**config.mk**
```make
export PLATFORM = sky130hd
export DESIGN_NAME = arbiter_wrr_n
export DESIGN_NICKNAME = d
export VERILOG_FILES = /design/src/rtl/arbiter_wrr_n.sv
export SDC_FILE = /design/constraint.sdc
export NUM_CORES = 1
export LEC_CHECK = 0
export ABC_CLOCK_PERIOD_IN_PS = 12520
export CORE_MARGIN = 4
export CORE_UTILIZATION = 45
export CTS_CLUSTER_DIAMETER = 40
export DETAILED_ROUTE_END_ITERATION = 7
export PLACE_DENSITY_LB_ADDON = 0.12
export SLEW_MARGIN = 40
export SYNTH_ARGS = -nofsm -noshare
export SYNTH_HDL_FRONTEND = slang
export SYNTH_SLANG_ARGS = --single-unit
```
**constraint.sdc**
```tcl
create_clock -name clk -period 12.52 [get_ports clk]
set_input_delay 2.504 -clock clk [delete_from_list [all_inputs] [get_ports clk]]
set_output_delay 2.504 -clock clk [all_outputs]
set_load 0.05 [all_outputs]
```
**src/rtl/arbiter_wrr_n.sv**
```systemverilog
// N-way weighted round-robin arbiter feeding a registered valid/ready output slice.
// Define ARB_WRR_PKT_LOCK_EN to add in_last and keep the grant for whole multi-beat packets.
module arbiter_wrr_n #(
   parameter int  DWIDTH = 16,
   parameter int  N      = 4,
   parameter int  WWIDTH = 4,
   localparam int SWIDTH = (N > 1) ? $clog2(N) : 1
) (
   input  logic              clk,
   input  logic              rst,
   input  logic              in_valid  [N],
   input  logic [DWIDTH-1:0] in_data   [N],
   output logic              in_ready  [N],
   input  logic [WWIDTH-1:0] in_weight [N],
`ifdef ARB_WRR_PKT_LOCK_EN
   input  logic              in_last   [N],
`endif
   output logic              out_valid,
   output logic [DWIDTH-1:0] out_data,
   output logic [SWIDTH-1:0] out_src,
   input  logic              out_ready
);

   typedef enum logic {IDLE, SERVE} state_t;

   state_t              state;
   logic [SWIDTH-1:0]   ptr;
   logic [SWIDTH-1:0]   owner;
   logic [WWIDTH-1:0]   cnt;
   logic [WWIDTH-1:0]   wlat;
`ifdef ARB_WRR_PKT_LOCK_EN
   logic                mid_pkt;
`endif

   logic                load;
   logic                owner_valid;
   logic                forfeit;
   logic                hold_owner;
   logic [SWIDTH-1:0]   start;
   logic [SWIDTH-1:0]   idx;
   logic [SWIDTH-1:0]   sel;
   logic                found;
   logic                gnt_valid;
   logic [SWIDTH-1:0]   gnt_idx;
   logic                xfer;
   logic [WWIDTH-1:0]   eff_w;

   function automatic logic [SWIDTH-1:0] nxt(input logic [SWIDTH-1:0] i);
      return (i == SWIDTH'(N - 1)) ? '0 : i + SWIDTH'(1);
   endfunction

   // A SERVE tenure is forfeited when its owner goes idle; mid-packet gaps are locked instead.
   always_comb begin
      load        = !out_valid || out_ready;
      owner_valid = in_valid[owner];
`ifdef ARB_WRR_PKT_LOCK_EN
      forfeit     = (state == SERVE) && !owner_valid && !mid_pkt;
`else
      forfeit     = (state == SERVE) && !owner_valid;
`endif
      hold_owner  = (state == SERVE) && !forfeit;
      start       = forfeit ? nxt(owner) : ptr;
      found       = 1'b0;
      sel         = '0;
      idx         = start;
      for (int k = 0; k < N; k++) begin
         if (!found && in_valid[idx]) begin
            found = 1'b1;
            sel   = idx;
         end
         idx = nxt(idx);
      end
      gnt_valid = hold_owner ? owner_valid : found;
      gnt_idx   = hold_owner ? owner : sel;
      xfer      = gnt_valid && load;
      eff_w     = (in_weight[gnt_idx] == '0) ? WWIDTH'(1) : in_weight[gnt_idx];
      for (int i = 0; i < N; i++) begin
         in_ready[i] = xfer && (gnt_idx == SWIDTH'(i));
      end
   end

   always_ff @(posedge clk or negedge rst) begin
      if (!rst) begin
         out_valid <= 1'b0;
         out_data  <= '0;
         out_src   <= '0;
         state     <= IDLE;
         ptr       <= '0;
         owner     <= '0;
         cnt       <= '0;
         wlat      <= '0;
`ifdef ARB_WRR_PKT_LOCK_EN
         mid_pkt   <= 1'b0;
`endif
      end else begin
         if (load) begin
            out_valid <= xfer;
            if (xfer) begin
               out_data <= in_data[gnt_idx];
               out_src  <= gnt_idx;
            end
         end
         if (forfeit) begin
            state <= IDLE;
            ptr   <= nxt(owner);
            cnt   <= '0;
         end
         // A transfer while not holding an owner opens a new tenure and latches its weight.
         if (xfer && !hold_owner) begin
            owner <= gnt_idx;
            wlat  <= eff_w;
`ifdef ARB_WRR_PKT_LOCK_EN
            mid_pkt <= !in_last[gnt_idx];
            if (in_last[gnt_idx] && (eff_w == WWIDTH'(1))) begin
               state <= IDLE;
               ptr   <= nxt(gnt_idx);
               cnt   <= WWIDTH'(1);
            end else begin
               state <= SERVE;
               cnt   <= in_last[gnt_idx] ? WWIDTH'(1) : '0;
            end
`else
            cnt <= WWIDTH'(1);
            if (eff_w == WWIDTH'(1)) begin
               state <= IDLE;
               ptr   <= nxt(gnt_idx);
            end else begin
               state <= SERVE;
            end
`endif
         end else if (xfer) begin
`ifdef ARB_WRR_PKT_LOCK_EN
            mid_pkt <= !in_last[owner];
            if (in_last[owner]) begin
               if (cnt + WWIDTH'(1) == wlat) begin
                  state <= IDLE;
                  ptr   <= nxt(owner);
                  cnt   <= '0;
               end else begin
                  cnt <= cnt + WWIDTH'(1);
               end
            end
`else
            if (cnt + WWIDTH'(1) == wlat) begin
               state <= IDLE;
               ptr   <= nxt(owner);
               cnt   <= '0;
            end else begin
               cnt <= cnt + WWIDTH'(1);
            end
`endif
         end
      end
   end

endmodule

```
==> metrics.txt, run 1 <==
# IOs=110; Async SR Flop Fraction=100%; Post-Synth XOR/XNOR Area=2.15%; Pwr Total=0.00103 W; H-tree Lvls=2; Antenna diodes=0; syn avg cell area=8.71 um^2; period utilization=73.4%; met1 Track Usage GR=21.3%; Initial Utilization=47.2%; Sinks on Clock Net=32; GRT Util Overall=21.0%; Hold Path Depth=2; largest net degree at the start of global routing=43; largest family of logic cells by synthesized area=multiplexers; Synth cell types=47; register area=801 um^2; WP depth=10; Arr. time, crit path=6680 ps; Hold Buf Count CTS=0; CP cell instances=clkdlybuf4s50_1, mux4_2, nand2b_4, mux2i_4, or3b_1, a211oi_4, inv_2, ha_1, and2_1, clkdlybuf4s50_1; area delta synth->final=52.3%; slew margin rel.=53.3%; max-cap viol count=0; first-pass GRT wire length=10,600 um; PortBufs=109; Hold Fails Final Rpt=0; detailed placement HPWL=5620 um; Mapped Area=2440 um^2; First-pass DRT Iterations=4; busiest metal layer after global routing=met2; Placed Cells=445; routed vias=2,374; Final Skew=5.85 ps; Final Max Slew Viols=0; Post-synth EDFFs=0; total CTS buffers=5; Largest stage delay, worst path=700 ps; Tmin final=9190 ps; Die Area=6660 um^2; Detail Route Antenna Nets=0; GR Util met2=40.4%; most used cell, CP=clkdlybuf4s50_1; worst r2r src=owner[0]$_DFFE_PN0P_; Hold Crit Start=out_data[4]$_DFFE_PN0P_; GRT met3 Usage=6.80%; HP Class=flop to flop; reg-to-reg critical path endpoint=ptr[1]$_DFF_PN0_; Syn. warnings=0; Crit-path slowest cell=clkdlybuf4s50_1; core area=5170 um^2; clock root cell=clkbuf_8; post-CTS setup buffer count=0; mux cell area share after synthesis=21.0%; Worst EP required=10,020 ps; Mapped Cells=280; final wirelength=6960 um; most frequent cells in the layout=109 x clkdlybuf4s50_1, 56 x nand2_1, 32 x dfrtp_1; reg2reg path depth=9; critical path endpoint category=output port; Clock transition at path regs=60 ps; Synth Register Bits=32; f_max=0.109 GHz; CP startpoint kind=input port; post-cts gate resize count=0; crit path kind=input port to output port; Die H=81.6 um; vias in the first global route=2,371; Synth Net Count=373; remaining routing DRC violations=0; Iter 0 DRT Violations=61; ys flop type=dfrtp_1; layout cells sized above 1=8.09%; maximum vdd drop=0.155 mV; final cell count without fillers=453; outcome=completed; # rows=26; GP Congestion=0.929; average wire per standard cell=15.4 um; Hold Path End=out_data[4]$_DFFE_PN0P_; Congestion Overflow GR=0; leak pwr=1.55 nW; Worst-Skew Late Latency=280 ps; Power Density=277 nW/um^2; WP buf/inv=3; CTS Buffer Depth=2; Worst-Margin Slew=699 ps; Synth Area in Adders=3.08%; CP Max Fanout=35; Reg2Reg Setup Slack=8620 ps; CP top delay family=buffers and inverters; unrepaired setup endpoints after global routing=no; CTS tree=built; sequential element share of the synthesized area=32.8%; TNS Setup=0 ps; Setup-failing EPs final=0; multi-input combinational cell area=1530 um^2; most common cell after layout, fill and taps aside=clkdlybuf4s50_1; Synth Area in Compound Gates=17.6%; die width=81.6 um; Post-Synth Simple-Gate Area=18.7%; Nets=475; fillers=406; Via density=5.24; antenna violations before repair=0
==> logic make-up after synthesis <==
| family | after synthesis |
|---|---|
| fa+ha+maj | 6 |
| xor+xnor | 6 |
| mux | 43 |
| flops | 32 |
| compound gates | 70 |
| simple gates | 97 |
| buf+inv | 26 |
==> per-stage QoR <==
stage	area, um^2	hold WS, ps	worst slack (ps)	util [%]
CTS	3710	484	3330	71.8
finish	3710	479	3330	71.8
global placement	3550	461	3340	68.7
floorplan	2440	466	4750	-
detailed placement	3610	469	3350	69.7
global route	3710	502	3070	71.8
==> final cells by class <==
class                   count  area share [%]
clock buffers               6            1.95
clock inverters             2           0.943
inverters                   8           0.808
multi-input cells         222            41.1
flip-flops and latches     32            21.6
well taps                  70            2.36
repair buffers            113            31.3
==> worst max-delay path by stage <==
| stage | start | to | slack, ps |
|---|---|---|---|
| floorplan | in_valid[3] | in_ready[1] | 4750 |
| global placement | in_valid[0] | in_ready[0] | 3340 |
| detailed placement | in_valid[0] | in_ready[0] | 3350 |
| CTS | in_valid[0] | in_ready[0] | 3330 |
| global route | in_valid[0] | in_ready[2] | 3070 |
| finish | in_valid[0] | in_ready[2] | 3330 |
==> worst min-delay path, cell delays in order, from the launching register on <==
cell	delay, ps
dfrtp_1	340
nand2_1	40
o21ai_0	60
==> synth_stat cells (5+ instances only) <==
cell type | instances | share of area [%]
nand2_1 | 56 | 8.6
a21oi_1 | 7 | 1.4
o21ai_1 | 19 | 3.9
o21ai_0 | 24 | 4.9
clkbuf_1 | 10 | 1.5
mux2_1 | 6 | 2.8
nor2b_1 | 5 | 1.3
buf_2 | 6 | 1.2
mux2_2 | 10 | 4.6
dfrtp_1 | 32 | 33
inv_1 | 7 | 1.1
nor2_1 | 10 | 1.5
mux2i_1 | 22 | 9.0
nand2b_1 | 5 | 1.3
ha_1 | 6 | 3.1
and2_1 | 6 | 1.5
==> report_power, final <==
| part | total [W] | switching [W] | internal [W] |
|---|---|---|---|
| Combinational | 0.000738 | 0.000420 | 0.000319 |
| Sequential | 0.000194 | 0.0000421 | 0.000152 |
| Clock | 0.0000978 | 0.0000388 | 0.0000590 |
==> flip-flops by register name (all words and copies together) (netlist names) <==
register   flops
out_data      16
cnt            4
wlat           4
out_src        2
owner          2
ptr            2
out_valid      1
state          1
==> metal layers <==
| metal | up-vias | routed length [um] |
|---|---|---|
| li1 | 1193 | - |
| met1 | 1085 | 2570 |
| met2 | 86 | 3750 |
| met3 | 10 | 541 |
| met4 | 0 | 107 |
| met5 | - | 0 |
(Power assumes the default switching activity.)
==> run 2, diff against run 1 <==
Settings changed: ABC_CLOCK_PERIOD_IN_PS 12520 to 7600, CORE_UTILIZATION 45 to 38.
Clock period 12.52 ns to 7.6 ns, I/O delays scaled along.
==> run 2 against run 1 <==
- via count decreased by 0.63%
- core utilization decreased by 11 points
- combinational power increased by 59%
- worst hold slack got worse by 1.8 ps
- critical path depth unchanged
- count of clock-buffer cells in the layout unchanged
- critical endpoint is now in_ready[0]
- largest cell class unchanged
- highest routed layer unchanged
==> metrics.txt, run 2 (synthesis results as in run 1) <==
outcome=completed; die width=88.1 um; average wire per standard cell=15.1 um; CP startpoint kind=input port; Nets=475; hold slack=477 ps; final cell count without fillers=458; leak pwr=1.53 nW; most common cell after layout, fill and taps aside=clkdlybuf4s50_1; detailed placement HPWL=5520 um; met1 Track Usage GR=21.6%; GRT met3 Usage=5.83%; # IOs=110; H-tree Lvls=2; combinational power share=70.9%; vias in the first global route=2,311; Arr. time, crit path=5390 ps; unrepaired setup endpoints after global routing=no; period utilization=90.9%; Hold Buf Count CTS=0; f_max=0.145 GHz; slew margin rel.=58.5%; Worst EP required=6080 ps; Hold Fails Final Rpt=0; Sw Share=49.4%; most frequent cells in the layout=109 x clkdlybuf4s50_1, 56 x nand2_1, 32 x dfrtp_1; Final Max Slew Viols=0; GR Util met2=31.0%; Most flops, register=out_data; total CTS buffers=5; final core occ=60.7%; Hold Path Depth=2; first-pass GRT wire length=10,900 um; Placed Cells=450; GP Congestion=0.948; crit path kind=input port to output port; Die H=88.1 um; PortBufs=109; clock root cell=clkbuf_8; routed vias=2,359; max reg flops=16; Setup-failing EPs final=0; Clock transition at path regs=60 ps; Via density=5.15; post-cts gate resize count=0; GRT Util Overall=18.2%; Iter 0 DRT Violations=104; Sinks on Clock Net=32; final wirelength=6920 um; antenna violations before repair=0; Net Sw Power=0.000812 W; Final Skew=6.44 ps; HP Class=flop to flop; Power Density=447 nW/um^2; remaining routing DRC violations=0; CTS tree=built; Congestion Overflow GR=0; max-cap viol count=0; pre-CTS WS=652 ps; Antenna diodes=0; post-route setup slack=688 ps; reg2reg path depth=9; Initial Utilization=40.3%; Worst-Skew Late Latency=280 ps; Detail Route Antenna Nets=0; Tmin final=6910 ps; CP Max Fanout=12; core area=6060 um^2; # rows=28; First-pass DRT Iterations=5; sequential share of power=19.4%; layout cells sized above 1=8.09%; post-CTS setup buffer count=0; clock share of power=9.7%; busiest metal layer after global routing=met2; critical path endpoint category=output port; Worst-Margin Slew=622 ps; internal power component=0.000832 W; Die Area=7770 um^2; CTS Buffer Depth=2; Largest regs=out_data: 16 flops, cnt: 4 flops, wlat: 4 flops; TNS Setup=0 ps; largest net degree at the start of global routing=33; maximum vdd drop=0.257 mV; area delta synth->final=50.9%
run 2: cell counts in the layout (fill, tap and decap cells not counted):
Identical to the previous run, type by type.
run 2: worst max-delay path: stages:
cell and delay (ps):
clkdlybuf4s50_1 600, mux4_2 660, nand2b_4 230, mux2i_4 230
or3b_1 410, a211oi_4 530, inv_2 140, ha_1 220
and2_1 150, clkdlybuf4s50_1 700
run 2: final cells by class:
| class | count | area [um^2] |
|---|---|---|
| clock buffers | 6 | 72.6 |
| clock inverters | 2 | 35.0 |
| fillers | 588 | 2380 |
| inverters | 8 | 30.0 |
| multi-input cells | 222 | 1530 |
| flip-flops and latches | 32 | 801 |
| well taps | 75 | 93.8 |
| repair buffers | 113 | 1120 |
run 2: worst paths after layout:
check	from	to	slack (ps)
max	in_valid[0]	in_ready[0]	690
min	out_src[1]$_DFFE_PN0P_	out_src[1]$_DFFE_PN0P_	480
max reg2reg	owner[0]$_DFFE_PN0P_	ptr[1]$_DFF_PN0_	3740
min reg2reg	out_src[1]$_DFFE_PN0P_	out_src[1]$_DFFE_PN0P_	480
max in group asynchronous	rst	out_data[8]$_DFFE_PN0P_	5650
min in group asynchronous	rst	cnt[0]$_DFFE_PN0P_	1640
run 2: power by group through the flow:
stage,logic (W),clock network [W],registers (W)
after floorplan,0.000718,0,0.000471
after global placement,0.00116,0,0.000320
after detailed placement,0.00118,0,0.000322
after CTS,0.00118,0.000164,0.000320
after global routing,0.00129,0.000174,0.000332
final,0.00117,0.000159,0.000319
run 2: routing by layer:
metal	up-vias	wire length [um]	part of all wire, %
met2	101	3400	49
met1	1051	2780	40
met4	0	116	1.7
li1	1193	-	-
met3	14	628	9.1
met5	-	0	0
run 2: stage by stage:
step	instance area, um^2	total power, W
floorplan	2440	0.00119
global placement	3570	0.00148
detailed placement	3570	0.00150
CTS	3680	0.00166
global route	3680	0.00179
finish	3680	0.00164
==> run 3, diff against run 2 <==
Settings changed: ABC_CLOCK_PERIOD_IN_PS 7600 to unset, SLEW_MARGIN 40 to unset.
==> results of run 3 <==
Final layout, timing and power as in run 2 (identical DEF).
